**config.mk**
```make
export PLATFORM = sky130hd
export DESIGN_NAME = board_scan
export DESIGN_NICKNAME = d
export VERILOG_FILES = /design/src/rtl/board_scan_pkg.sv /design/src/rtl/board_row_decode.sv /design/src/rtl/board_scan.sv
export SDC_FILE = /design/constraint.sdc
export NUM_CORES = 1
export LEC_CHECK = 0
export ABC_AREA = 1
export CAP_MARGIN = 20
export CORE_ASPECT_RATIO = 1.25
export CORE_MARGIN = 3
export CORE_UTILIZATION = 50
export DETAILED_ROUTE_END_ITERATION = 10
export DONT_BUFFER_PORTS = 1
export GPL_ROUTABILITY_DRIVEN = 0
export GPL_TIMING_DRIVEN = 0
export PLACE_DENSITY = 0.67
export RECOVER_POWER = 100
export SETUP_SLACK_MARGIN = 0.5
export SKIP_CTS_REPAIR_TIMING = 1
export SLEW_MARGIN = 40
export SYNTH_ARGS = -nofsm -noshare
export SYNTH_HDL_FRONTEND = slang
export SYNTH_SLANG_ARGS = --single-unit
export TNS_END_PERCENT = 30
```
**constraint.sdc**
```tcl
create_clock -name clk -period 2.04 [get_ports clk]
set_input_delay 0.306 -clock clk [delete_from_list [all_inputs] [get_ports clk]]
set_output_delay 0.306 -clock clk [all_outputs]
set_load 0.1 [all_outputs]
```
**src/rtl/board_scan_pkg.sv**
```systemverilog
// Shared constants and queen-field helpers for the board scanner.
// A board is 8 queens packed as 16 three-bit fields: row, column, row, column, ... from the MSB down.
package board_scan_pkg;

  localparam int QUEENS    = 8;
  localparam int FIELD_W   = 3;
  localparam int BOARD_DIM = 8;
  localparam int POS_W     = QUEENS * 2 * FIELD_W;

  typedef struct packed {
    logic [FIELD_W-1:0] row;
    logic [FIELD_W-1:0] col;
  } queen_t;

  function automatic queen_t queen_at(input logic [POS_W-1:0] p, input int i);
    queen_t q;
    q.row = p[POS_W-1-FIELD_W*(2*i)   -: FIELD_W];
    q.col = p[POS_W-1-FIELD_W*(2*i+1) -: FIELD_W];
    return q;
  endfunction

  // Two queens attack each other if they share a row, a column or a diagonal.
  function automatic logic queens_clash(input queen_t a, input queen_t b);
    logic [FIELD_W-1:0] dr;
    logic [FIELD_W-1:0] dc;
    dr = (a.row > b.row) ? a.row - b.row : b.row - a.row;
    dc = (a.col > b.col) ? a.col - b.col : b.col - a.col;
    return (a.row == b.row) || (a.col == b.col) || (dr == dc);
  endfunction

endpackage

```
**src/rtl/board_row_decode.sv**
```systemverilog
// Turns a board snapshot and a row index into the lit-column pattern for that row.
module board_row_decode
  import board_scan_pkg::*;
(
  input  logic [POS_W-1:0]     snap,
  input  logic [FIELD_W-1:0]   row,
  output logic [BOARD_DIM-1:0] cols
);

  queen_t q;

  // NOTE: every combinational output gets a default before the loop, so no path leaves it unassigned and no latch is inferred.
  always_comb begin
    cols = '0;
    q    = '0;
    for (int i = 0; i < QUEENS; i++) begin
      q = queen_at(snap, i);
      if (q.row == row) cols[q.col] = 1'b1;
    end
  end

endmodule

```
**src/rtl/board_scan.sv**
```systemverilog
// Multiplexed 8x8 LED scanner for an 8-queens board; one row is shown for DIV cycles.
// Define BOARD_SCAN_CONFLICT_EN to build the per-frame attack detector; otherwise conflict is tied low.
module board_scan
  import board_scan_pkg::*;
#(
  parameter int DIV = 1000
) (
  input  logic        clk,
  input  logic        rst,
  input  logic [47:0] pos,
  output logic [7:0]  row_sel,
  output logic [7:0]  col_data,
  output logic        frame_tick,
  output logic        conflict
);

  localparam int              CNT_W    = $clog2(DIV);
  localparam logic [CNT_W-1:0] CNT_LAST = CNT_W'(DIV - 1);

  logic [CNT_W-1:0]     presc;
  logic [FIELD_W-1:0]   row_idx;
  logic [FIELD_W-1:0]   row_next;
  logic [POS_W-1:0]     snap;
  logic [POS_W-1:0]     frame_src;
  logic [BOARD_DIM-1:0] dec_cols;
  logic                 advance;
  logic                 wrap;

  assign advance  = (presc == CNT_LAST);
  assign wrap     = advance && (row_idx == 3'd7);
  assign row_next = row_idx + 3'd1;
  // On the frame-start cycle row 0 must already come from the board being captured.
  assign frame_src = wrap ? pos : snap;

  board_row_decode u_decode (
    .snap (frame_src),
    .row  (row_next),
    .cols (dec_cols)
  );

  // NOTE: state registers use non-blocking assignments so every flop samples pre-edge values regardless of statement order.
  always_ff @(posedge clk) begin
    if (rst) begin
      presc      <= CNT_LAST;
      row_idx    <= 3'd7;
      // NOTE: the snapshot is a plain register, not a RAM, so clearing it in reset is cheap and keeps frame contents defined.
      snap       <= '0;
      row_sel    <= '0;
      col_data   <= '0;
      frame_tick <= 1'b0;
    end else begin
      presc      <= advance ? '0 : presc + 1'b1;
      frame_tick <= wrap;
      if (advance) begin
        row_idx  <= row_next;
        row_sel  <= 8'h01 << row_next;
        col_data <= dec_cols;
      end
      if (wrap) snap <= pos;
    end
  end

`ifdef BOARD_SCAN_CONFLICT_EN
  logic conflict_next;

  always_comb begin
    conflict_next = 1'b0;
    for (int i = 0; i < QUEENS; i++)
      for (int j = i + 1; j < QUEENS; j++)
        if (queens_clash(queen_at(pos, i), queen_at(pos, j))) conflict_next = 1'b1;
  end

  always_ff @(posedge clk) begin
    if (rst)       conflict <= 1'b0;
    else if (wrap) conflict <= conflict_next;
  end
`else
  assign conflict = 1'b0;
`endif

endmodule
```
[After elaboration in Yosys (flattened, before gate mapping)]
Cells that the tools add are included.
Word-level totals
  bits in registers: 78
Cells by class
  add/sub/neg operators: 2
  $lt $le $gt $ge: 16
  equal/unequal tests: 10
  shift-type cells: 1
  muxes and demuxes: 26
  bitwise gates (word level): 7
  reductions and logical operators: 10
Operators by type and width (count)
  2-to-1 mux 8 bit: 8
  bitwise OR 8 bit: 7
  2-to-1 mux 48 bit: 1
  < comparator 3 x 4 -> 1 bit, second input constant: 8
  demux 1 bit (select 3 bit): 8
  equality test 3 bit: 8
  greater-or-equal comparator 3 x 1 -> 1 bit, second input constant: 8
  adder 10 x 1 -> 10 bit, second input constant: 1
  equality test 10 bit, second input constant: 1
  2-to-1 mux 10 bit: 1
  logical AND 1 bit: 9
  2-to-1 mux 1 bit: 8
  << shifter 1 x 3 -> 8 bit, first input constant: 1
  adder 3 x 1 -> 3 bit, second input constant: 1
  equality test 3 bit, second input constant: 1
  OR reduction 2 bit: 1

[Logic depth before layout (Yosys ltp)]
Gate-level depths: netlist (run 1).
  depth after elaboration: 22
  depth in mapped cells: 15
  mapped depth without buffers: 14

[Modules after synthesis]
Synthesis (run 1) repeated with hierarchy kept, for this count alone.
Unflattened totals
  cell total of the unflattened synthesis: 862
  area, all modules: 5308.8 sq um
Modules (own cells, without submodules)
  board_scan: instances 1, cells an instance 586, area each 3798.6 sq um, sequential area each 1561.5 sq um
  board_row_decode: instances 1, cells an instance 276, area each 1510.2 sq um, sequential area each 0.0 sq um

[Worst setup path before layout (run 1)]
Ideal clock, no wire load.
  kind: reg2reg
  from: register row_idx[0]
  to: register col_data[3]
  arrival: 2.036 ns
  slack: -0.067 ns
  cell stages (with the launch flop): 15
  buffers on the path: 2
  clock period less this slack: 2.107 ns
  cells stage by stage: dfxtp_1 > ha_1 > ha_1 > clkbuf_1 > clkbuf_1 > nand4_1 > nand2_1 > inv_1 > nor2_1 > nand2_1 > nor2_1 > nor2_1 > nand2_1 > nor2_1 > a21oi_1
Between the ends
  word-level cells in the longest chain between the ends: 22
  elaborated cells on any way between the ends: 67
Ends and longest elaborated chain
  start, declared: RTL line board_scan.sv:21  | logic [FIELD_W-1:0] row_idx;
  start signal, assigned: RTL line board_scan.sv:55  | row_idx <= row_next;
  equality test 3 bit: RTL line board_scan.sv:30  | assign wrap = advance && (row_idx == 3'd7);
  logical AND 1 bit: RTL line board_scan.sv:30
  2-to-1 mux 48 bit
  < comparator 3 x 4 -> 1 bit (not written as such) or greater-or-equal comparator 3 x 1 -> 1 bit (tied branches): RTL line board_row_decode.sv:18  | if (q.row == row) cols[q.col] = 1'b1;
  logical AND 1 bit (not written as such): RTL line board_row_decode.sv:18
  2-to-1 mux 1 bit (not written as such): RTL line board_row_decode.sv:18
  demux 1 bit (select 3 bit)
  2-to-1 mux 8 bit: RTL line board_row_decode.sv:18
  [6 not listed]
  bitwise OR 8 bit (no line)
  2-to-1 mux 8 bit: RTL line board_row_decode.sv:18
  bitwise OR 8 bit (no line)
  2-to-1 mux 8 bit: RTL line board_row_decode.sv:18
  bitwise OR 8 bit (no line)
  2-to-1 mux 8 bit: RTL line board_row_decode.sv:18
  bitwise OR 8 bit (no line)
  2-to-1 mux 8 bit (*): RTL line board_row_decode.sv:18
  end signal, assigned: RTL line board_scan.sv:57  | col_data <= dec_cols;
  end, declared: RTL line board_scan.sv:12  | output logic [7:0] col_data,
Mark *: on every way between the ends. The rest lies on a longest branch, timed or not.
A chain may end at the register's enable or synchronous reset.

[Worst setup path in the final report (run 1)]
  from: register presc[0]
  to: register col_data[7]
Between the ends
  word-level cells in the longest chain between the ends: 22
  elaborated cells on any way between the ends: 66
Ends and longest elaborated chain
  start, declared: RTL line board_scan.sv:20  | logic [CNT_W-1:0] presc;
  start signal, assigned: RTL line board_scan.sv:52  | presc <= advance ? '0 : presc + 1'b1;
  equality test 10 bit (*): RTL line board_scan.sv:29  | assign advance = (presc == CNT_LAST);
  logical AND 1 bit: RTL line board_scan.sv:30
  2-to-1 mux 48 bit
  < comparator 3 x 4 -> 1 bit (not written as such) or greater-or-equal comparator 3 x 1 -> 1 bit (tied branches): RTL line board_row_decode.sv:18
  logical AND 1 bit (not written as such): RTL line board_row_decode.sv:18
  2-to-1 mux 1 bit (not written as such): RTL line board_row_decode.sv:18
  demux 1 bit (select 3 bit)
  2-to-1 mux 8 bit: RTL line board_row_decode.sv:18
  [6 not listed]
  bitwise OR 8 bit (no line)
  2-to-1 mux 8 bit: RTL line board_row_decode.sv:18
  bitwise OR 8 bit (no line)
  2-to-1 mux 8 bit: RTL line board_row_decode.sv:18
  bitwise OR 8 bit (no line)
  2-to-1 mux 8 bit: RTL line board_row_decode.sv:18
  bitwise OR 8 bit (no line)
  2-to-1 mux 8 bit: RTL line board_row_decode.sv:18
Marked as above.

==> results.md, run 1 <==
- Status: finished with violations
- Failing checks: negative setup slack
- Largest net degree at the start of global routing: 14
- Longest Clk Path Bufs: 2
- Drt drc: 0
- Num ports: 68
- Worst-path maximum fanout: 8
- Final Core Density: about 70%
- Drt total wl: 14800 um
- NumNets Final: roughly 810
- Die height: around 110 um
- Top cell type's share of synthesized area: approximately a third
- Ys flop type: dfxtp_1
- Final hold violation count: 0
- Layout Cell Area excl Fill: approximately 6200 um^2
- Die extent in x: 92.1 um
- Vias: ~5000
- Ys async rst share: 0%
- Syn Nets: about 770
- Vias per inst: roughly 5.7
- GR Util All Layers: between 20 and 30%
- DP Wirelength: between 10000 and 15000 um
- Cell area after synthesis: roughly 4600 um^2
- Top-count cell post-synth: nand2_1
- Row count: 38
- CTS tree: built
- Layout area overhead: 32.9%
- Initial DRC count: 395
- Max cap viols: 0
- Routed WL per cell: about 17 um
- Startpoint Class: flip-flop
- Initial antenna violation count: 0
- Fin worst setup slack: -173 ps
- Synthesized flop and latch total: 78
- Arrival @ worst endpoint: about 2500 ps
- # fillers: 781
- Post-synthesis cell count: 715
- Clock slew at reported path FFs: 90 ps
- Synthesis warning total: 0
- GRT overflow: 0
- Max Freq: roughly 0.45 GHz
- CP Capture Type: flip-flop
- Number of buffers created by CTS: 9
- Layout Skew: between 10 and 15 ps
- Clk sinks: 78
- Port-buffer cells: 0
- Yosys top cell by area: dfxtp_1
- Final antenna-violating net count: 0
- Final count of negative-setup-slack endpoints: 8
- Pins Over Slew Limit: 0
- Synth top area cells: dfxtp_1 34%, nand2_1 14%, nand4_1 9.9%
- Final min period: around 2200 ps
- Placeable Area: 8840 um^2
- Clock network latency to the later pin of the worst-skew pair: approximately 380 ps
- Overall die area: ~10000 um^2
- First-pass GRT wire length: around 21000 um
- Pre-antenna DRT Iters: 5
- Period utilization: 108%
- Post-synth EDFFs: 0
- Vias in the first global route: between 4000 and 5000
- Initial Util: 52.4%
- Number of distinct library cells after synthesis: 31
- CTS root buffer: clkbuf_8
- Sequential area share after synthesis: approximately a third
- Share of layout cells above drive strength 1: a little under a third
- Crit path kind: reg2reg
- RSZ-0062 raised after global routing: yes
- Worst path required time: ~2300 ps
- Clock H-tree levels: 3
- Hold WS: roughly 89 ps
- Syn avg cell area: between 6 and 7 um^2
- Diodes inserted: 0
- Worst Hold Class: in2reg
- Placed Area: approximately 4900 um^2
- Commonest cells in the netlist: 168 x nand2_1, 112 x nor2_1, 82 x inv_1
- Actual slew at the worst max-slew pin: approximately 1000 ps
- Slew headroom: 34.9%
per-layer routing:
metal	wire [um]	vias to the layer above	track usage, %
li1	-	2431	-
met5	0	-	0
met2	7430	171	44.7
met4	536	0	14.8
met1	5940	2339	30.4
met3	847	34	4.29
cell usage in the layout (no fill, tap or decap), types with 4 or more instances in the layout:
| master | netlist | routed |
|---|---|---|
| a21oi_1 | 21 | 18 |
| nor2_4 | 9 | 11 |
| o21ai_2 | 18 | 13 |
| buf_8 | 0 | 8 |
| dfxtp_2 | 0 | 21 |
| nor2_1 | 112 | 91 |
| nand3_4 | 1 | 4 |
| o21ai_4 | 0 | 16 |
| buf_6 | 3 | 10 |
| o31ai_4 | 0 | 4 |
| clkbuf_8 | 0 | 11 |
| clkbuf_1 | 19 | 10 |
| inv_2 | 7 | 13 |
| clkbuf_16 | 0 | 5 |
| nand2_2 | 6 | 38 |
| buf_4 | 2 | 17 |
| dfxtp_1 | 78 | 56 |
| o211ai_1 | 4 | 4 |
| o21ai_0 | 22 | 10 |
| inv_1 | 82 | 72 |
| nor2_2 | 0 | 19 |
| nand3_1 | 48 | 48 |
| nand2_1 | 168 | 118 |
| nand4_1 | 73 | 73 |
| o21ai_1 | 3 | 4 |
| nand2_4 | 0 | 16 |
| ha_1 | 8 | 5 |
| buf_12 | 0 | 6 |
area by class of cell:
| type | count | area [um^2] | area share (%) |
|---|---|---|---|
| multi-input cells | 515 | 3190 | 51.8 |
| clock inverters | 5 | 33.8 | 0.549 |
| inverters | 91 | 368 | 5.97 |
| well taps | 120 | 150 | 2.44 |
| plain buffers | 33 | 329 | 5.34 |
| clock buffers | 11 | 151 | 2.46 |
| repair buffers | 27 | 342 | 5.55 |
| flip-flops and latches | 78 | 1590 | 25.8 |
sequential cells by signal, summed over array words and instances (netlist names):
signal / count
row_sel: 8
col_data: 8
presc: 10
snap: 48
row_idx: 3
frame_tick: 1
final timing paths:
kind,from,end,slack (ps),cells past startpoint
setup / recovery,presc[0],col_data[7],-170,15
hold / removal,pos[4],snap[4],90,2
setup reg to reg,presc[0],col_data[7],-170,15
hold reg to reg,snap[47],snap[47],490,2
cell families after synthesis:
| kind of cell | after synthesis | share of synthesized area [%] |
|---|---|---|
| buf+inv | 124 | 10.9 |
| flops | 78 | 33.7 |
| other cells | 1 | 0.0809 |
| fa+ha+maj | 8 | 2.16 |
| xor+xnor | 2 | 0.378 |
| simple gates | 427 | 42.7 |
| compound gates | 75 | 10.1 |
critical path, stage by stage (launching register included):
cell	delay (ps)
dfxtp_2	360
ha_4	150
nand2_4	60
nor2_4	140
buf_12	150
nand3_4	130
buf_8	170
nand2_1	70
nand2_1	80
nand2_1	60
nand2_1	80
nor2_4	210
nand4_1	220
nand2_1	110
nor2_1	50
a21oi_1	110
through the flow:
| stage | instances | worst slack, ps | setup TNS (ps) |
|---|---|---|---|
| after detailed placement | 835 | -357 | -2540 |
| after global placement | 835 | -319 | -2280 |
| final | 880 | -173 | -1240 |
| after floorplan | 715 | 193 | 0 |
| after global routing | 880 | -311 | -2160 |
| after CTS | 851 | -372 | -2710 |
Power of run 1 is left out: the tool's default activity adds up to more than one toggle a clock period on the data nets, which glitch-free logic cannot reach.
==> inputs of run 2 (changes only) <==
--- a/config.mk
+++ b/config.mk
@@ -8,8 +8,9 @@
 export ABC_AREA = 1
 export CAP_MARGIN = 20
 export CORE_ASPECT_RATIO = 1.25
-export CORE_MARGIN = 3
+export CORE_MARGIN = 4
 export CORE_UTILIZATION = 50
+export CTS_BUF_LIST = sky130_fd_sc_hd__clkbuf_4 sky130_fd_sc_hd__clkbuf_8 sky130_fd_sc_hd__clkbuf_16
 export DETAILED_ROUTE_END_ITERATION = 10
 export DONT_BUFFER_PORTS = 1
 export GPL_ROUTABILITY_DRIVEN = 0
@@ -21,5 +22,6 @@
 export SLEW_MARGIN = 40
 export SYNTH_ARGS = -nofsm -noshare
 export SYNTH_HDL_FRONTEND = slang
+export SYNTH_HIERARCHICAL = 1
 export SYNTH_SLANG_ARGS = --single-unit
 export TNS_END_PERCENT = 30
==> run 2 against run 1 <==
Against the previous run:
- area after synthesis grew 15%
- sequential share of layout area shrank 0.75 points
- worst hold slack gained 140 ps
- setup slack lost 230 ps
- routed wire length shrank 3.2%
- global-route usage shrank 3.4 points
- first-iteration DRC count shrank 32%
- final cell count grew 16%
- cell area grew 2.8%
- the flow still finishes with violations (negative setup slack)
- core utilization shrank 7.9 points
==> results.md, run 2 <==
- Vias per inst: 5.23 (-7.4%)
- Worst-path maximum fanout: 8 (unchanged)
- Crit path kind: reg2reg
- Port-buffer cells: 0 (unchanged)
- Worst path max stage delay: 360 ps (about the same)
- Initial DRC count: 270 (-32%)
- Reg with most FFs: snap
- Setup TNS: -2880 ps (-1640 ps)
- Max cap viols: 0 (unchanged)
- Sequential area share after synthesis: 29.4% (-4.3 points)
- CTS tree: built
- Initial antenna violation count: 0 (unchanged)
- Vias: 5337 (+7.3%)
- Status: finished with violations
- RSZ-0062 raised after global routing: yes
- Layout Cells excl Fill: 1020 (+16%)
- Clk sinks: 78 (unchanged)
- Yosys top cell by area: dfxtp_1
- Post-synthesis cell count: 862 (+21%)
- Num ports: 68 (unchanged)
- Period utilization: 120% (+11 points)
- Routed WL per cell: 14.0 um (-16%)
- Commonest cells in the netlist: 200 x inv_1, 196 x nand2_1, 126 x nor2_1
- Worst Hold Class: in2reg
- Die extent in x: 100 um (+8.7%)
- GR Util All Layers: 22.6% (-3.4 points)
- Syn avg cell area: 6.16 um^2 (-5.0%)
- Drt drc: 0 (unchanged)
- Synthesized flop and latch total: 78 (unchanged)
- First-pass GRT wire length: 22000 um (+4.6%)
- CP Capture Type: flip-flop
- Startpoint Class: flip-flop
- DP Wirelength: 10400 um (+2.9%)
- Placeable Area: 10300 um^2 (+16%)
- Worst reg2reg setup slack: -400 ps (-230 ps)
- Pins Over Slew Limit: 0 (unchanged)
- GRT overflow: 0 (unchanged)
- Ys flop type: dfxtp_1
- Final antenna-violating net count: 0 (unchanged)
- Synthesis warning total: 6 (+6)
- Worst path required time: 2270 ps (-70 ps)
- Die height: 123 um (+8.4%)
- Initial Util: 51.7% (-0.66 points)
- WP buf/inv: 4 (+2)
- Final count of negative-setup-slack endpoints: 8 (unchanged)
- Failing checks: negative setup slack
- Layout area overhead: 19.3%
- Most frequent cells in the layout: 178 x inv_1, 147 x nand2_1, 123 x nor2_1
- Diodes inserted: 0 (unchanged)
- Actual slew at the worst max-slew pin: 976 ps (+0.733 ps)
- Max Freq: 0.410 GHz (-9.3%)
- Final min period: 2440 ps (+226 ps)
- Vias in the first global route: 4715 (+6.5%)
- Drt total wl: 14300 um (-3.2%)
- Layout Skew: 7.99 ps (-6.51 ps)
- Ys async rst share: 0% (unchanged)
- Row count: 41 (+7.9%)
- Post-synth EDFFs: 0 (unchanged)
- Max FFs per register: 48 (unchanged)
- NumNets Final: 943 (+16%)
- # fillers: 996 (+28%)
- Number of distinct library cells after synthesis: 35 (+13%)
- Placed Cells: 991 (+19%)
- Biggest regs: snap: 48 flops, presc: 10 flops
- Largest net degree at the start of global routing: 15 (+1)
- CP cell instances: ha_4, ha_4, buf_6, nand4_4, buf_8, buf_2, nand2_1, nand2_1, inv_1, xnor2_4, nand4_1, nand2_1, nor2_1, nand2_1, o21ai_2, nor2_1
- Slowest CP cell: dfxtp_4
- Top-count cell post-synth: inv_1
- CTS root buffer: clkbuf_16
- Arrival @ worst endpoint: 2670 ps (+150 ps)
- Number of buffers created by CTS: 9 (unchanged)
- Share of layout cells above drive strength 1: 23.2% (-8.3 points)
- Top cell type's share of synthesized area: 29.4% (-4.3 points)
- Clock slew at reported path FFs: 60 ps (-30 ps)
- Cell area after synthesis: 5310 um^2 (+15%)
- CP dominant cell by count: nand2_1
- Slew headroom: 34.8% (-0.049 points)
- Longest Clk Path Bufs: 2 (unchanged)
- Clock network latency to the later pin of the worst-skew pair: 340 ps (-40 ps)
- Overall die area: 12300 um^2 (+18%)
- Clock H-tree levels: 3 (unchanged)
- CP top delay family: simple AND/OR/NAND/NOR gates
- Fin worst setup slack: -399 ps (-226 ps)
- Final hold violation count: 0 (unchanged)
- Synth top area cells: dfxtp_1 29%, inv_1 14%, nand2_1 14%
- Pre-antenna DRT Iters: 6 (+1)
- Syn Nets: 919 (+19%)
- Most common cell after layout, fill and taps aside: inv_1
-- run 2: area by class of cell --
type	count	area (um^2)	share of cell area, %
Inverter	209	805	12.7
Clock inverter	7	73.8	1.17
Timing Repair Buffer	13	129	2.04
Multi-Input combinational cell	539	3070	48.5
Clock buffer	9	225	3.56
Tap cell	129	161	2.55
Sequential cell	78	1590	25.1
Buffer	36	279	4.41
-- run 2: worst paths after layout --
check,from,end,cells past startpoint
max,row_idx[1],col_data[3],16
min,pos[6],snap[6],4
max reg2reg,row_idx[1],col_data[3],16
min reg2reg,row_idx[0],row_idx[0],1
-- run 2: routing by layer --
| metal | vias up | GRT usage, % | part of all wire [%] |
|---|---|---|---|
| met5 | - | 0 | 0 |
| met4 | 0 | 10.8 | 3.8 |
| met3 | 33 | 4.97 | 4.9 |
| met2 | 157 | 38.1 | 49 |
| met1 | 2449 | 27.1 | 42 |
| li1 | 2698 | - | - |
-- run 2: through the flow --
stage | hold slack [ps] | utilization [%] | cell area, um^2 | setup WS [ps]
after global placement | 473 | 54.2 | 5560 | -483
after detailed placement | 483 | 54.4 | 5590 | -490
final | 229 | 61.7 | 6330 | -399
after floorplan | 456 | - | 5400 | -16.9
after global routing | 239 | 61.7 | 6330 | -582
after CTS | 224 | 57.4 | 5880 | -519
-- run 2: logic make-up (layout without fill, tap and decap cells) --
family          Yosys count  after routing  share of synthesized area [%]
buf+inv                 245            274                           18.9
xor+xnor                 12             12                           3.32
simple gates            487            487                           43.6
fa+ha+maj                 7              7                           1.65
flops                    78             78                           29.4
other cells               1              1                         0.0706
compound gates           32             32                           3.11
-- run 2: tightest hold or removal path, stage by stage --
cell	delay, ps
inv_1	20
nand4_1	70
nand2_1	60
nor2_1	80
Power of run 2 is left out for the same reason.
==> inputs of run 3 (changes only) <==
--- a/config.mk
+++ b/config.mk
@@ -17,7 +17,6 @@
 export GPL_TIMING_DRIVEN = 0
 export PLACE_DENSITY = 0.67
 export RECOVER_POWER = 100
-export SETUP_SLACK_MARGIN = 0.5
 export SKIP_CTS_REPAIR_TIMING = 1
 export SLEW_MARGIN = 40
 export SYNTH_ARGS = -nofsm -noshare
==> run 3 against run 2 <==
Against the previous run:
- the run still ends with negative setup slack left
- routed wire length is 1.0% higher
- sequential share of layout area grew 0.066 points
- via count up 0.58%
- die area unchanged
- flip-flop and latch count unchanged
- first-iteration DRC count grew 26%
- clock skew is 3.1 ps lower
- final cell count is 0.20% higher
- core utilization shrank 0.60 points
- non-clock buffer count increased by 2
==> results.md, run 3 (same netlist as run 2, synthesis figures left out) <==
- Max cap viols: 0 (unchanged)
- Largest net degree at the start of global routing: 14 (-1)
- Status: finished with violations
- Overall die area: 12300 um^2 (unchanged)
- Number of buffers created by CTS: 9 (unchanged)
- CTS tree: built
- Final min period: 2380 ps (-59.5 ps)
- Initial DRC count: 340 (+26%)
- Clock slew at reported path FFs: 60 ps (about the same)
- Vias in the first global route: 4838 (+2.6%)
- Period utilization: 117% (-2.9 points)
- Hold Path End: snap[24]
- Startpoint Class: flip-flop
- Clock H-tree levels: 3 (unchanged)
- RSZ-0062 raised after global routing: yes
- Final count of negative-setup-slack endpoints: 8 (unchanged)
- Reg with most FFs: snap
- Setup TNS: -2280 ps (+598 ps)
- Most frequent cells in the layout: 180 x inv_1, 177 x nand2_1, 119 x nor2_1
- Share of layout cells above drive strength 1: 19.8% (-3.4 points)
- CTS root buffer: clkbuf_16
- Arrival @ worst endpoint: 2610 ps (-60 ps)
- Clk sinks: 78 (unchanged)
- Max FFs per register: 48 (unchanged)
- Most common cell after layout, fill and taps aside: inv_1
- Placeable Area: 10300 um^2 (unchanged)
- GR Util All Layers: 23.0% (+0.48 points)
- Worst path max stage delay: 380 ps (+20 ps)
- Min-delay src: pos[24]
- Diodes inserted: 0 (unchanged)
- Drt drc: 0 (unchanged)
- Reg2reg start: row_idx[0]
- Die extent in x: 100 um (unchanged)
- Crit path launch: row_idx[0]
- Vias per inst: 5.25 (+0.38%)
- Layout Skew: 4.92 ps (-3.07 ps)
- Initial antenna violation count: 0 (unchanged)
- Routed WL per cell: 14.1 um (+0.85%)
- Worst Hold Class: in2reg
- GRT overflow: 0 (unchanged)
- Final hold violation count: 0 (unchanged)
- Worst-path maximum fanout: 10 (+2)
- Vias: 5368 (+0.58%)
- First-pass GRT wire length: 22400 um (+1.7%)
- Port-buffer cells: 0 (unchanged)
- Worst R2R End: col_data[3]
- CP Capture Type: flip-flop
- Worst reg2reg setup slack: -340 ps (+60 ps)
- R2R cell count: 17 (+1)
- Num ports: 68 (unchanged)
- Pre-antenna DRT Iters: 5 (-1)
- CP dominant cell by count: nand2_1
- Slew headroom: 34.5% (-0.33 points)
- Clock network latency to the later pin of the worst-skew pair: 340 ps (about the same)
- Row count: 41 (unchanged)
- Worst path required time: 2270 ps (about the same)
- DP Wirelength: 10500 um (+1.0%)
- Pins Over Slew Limit: 0 (unchanged)
- Longest Clk Path Bufs: 2 (unchanged)
- NumNets Final: 945 (+0.21%)
- Actual slew at the worst max-slew pin: 981 ps (+4.99 ps)
- Crit path kind: reg2reg
- Biggest regs: snap: 48 flops, presc: 10 flops
- CP cell instances: ha_4, ha_4, nand4_4, buf_8, buf_6, nand2_1, nand2_1, inv_1, inv_1, nand2_2, nand2_4, nand4_1, nand3_1, nor2_1, nand2_1, o21ai_2, nor2_1
- Slowest CP cell: dfxtp_4
- WHS Path Cells: 4 (unchanged)
- Initial Util: 51.7% (unchanged)
- Drt total wl: 14400 um (+1.0%)
- Max Freq: 0.420 GHz (+2.5%)
- Layout area overhead: 18.1%
- Fin worst setup slack: -339 ps (+59.5 ps)
- Die height: 123 um (unchanged)
- Failing checks: negative setup slack
- Final antenna-violating net count: 0 (unchanged)
-- run 3: cell types whose count changed in the layout (fill, tap and decap cells not counted), sizes merged --
cell      before  now
clkbuf        26   29
bufinv         1    2
clkinv         4    3
buf           32   33
inv          208  207
clkinvlp       3    2
-- run 3: per-stage QoR --
| stage | setup WS [ps] | hold slack (ps) | std cells | utilization (%) | instance area (um^2) |
|---|---|---|---|---|---|
| floorplan | -17.0 | 456 | 862 | - | 5400 |
| detailed placement | -521 | 485 | 991 | 54.4 | 5580 |
| finish | -339 | 223 | 1022 | 61.1 | 6270 |
| global route | -441 | 247 | 1022 | 61.1 | 6270 |
| CTS | -541 | 223 | 1007 | 57.5 | 5900 |
| global placement | -505 | 483 | 991 | 54.2 | 5560 |
-- run 3: worst max-delay path by stage --
| stage | cells after the start | end |
|---|---|---|
| 4_1_cts | 17 | col_data[3] |
| 2_1_floorplan | 19 | col_data[1] |
| 6_report | 17 | col_data[3] |
| 3_3_place_gp | 17 | col_data[3] |
| 5_1_grt | 18 | col_data[4] |
| 3_5_place_dp | 17 | col_data[3] |
-- run 3: routing by layer --
metal	up-vias	global-route usage, %	wire length [um]
met3	45	4.35	651
met5	-	0	0
li1	2703	-	-
met4	0	11.5	468
met2	162	39.1	7260
met1	2458	27.7	6070
-- run 3: critical path: cells and delay by family (launching register included) --
kind            cells  cell delay (ps)
fa+ha+maj           2              340
flops               1              380
buf+inv             4              460
simple gates       10              920
compound gates      1              170
-- run 3: final cells by class --
cell class                 count  area (um^2)
inverter                     209          802
clock inverter                 5         83.8
clock buffer                  11          240
timing repair buffer          16          155
buffer                        35          248
tap                          129          161
sequential                    78         1580
fill                         976         3990
multi-input combinational    539         3000
Power of run 3 is left out for the same reason.
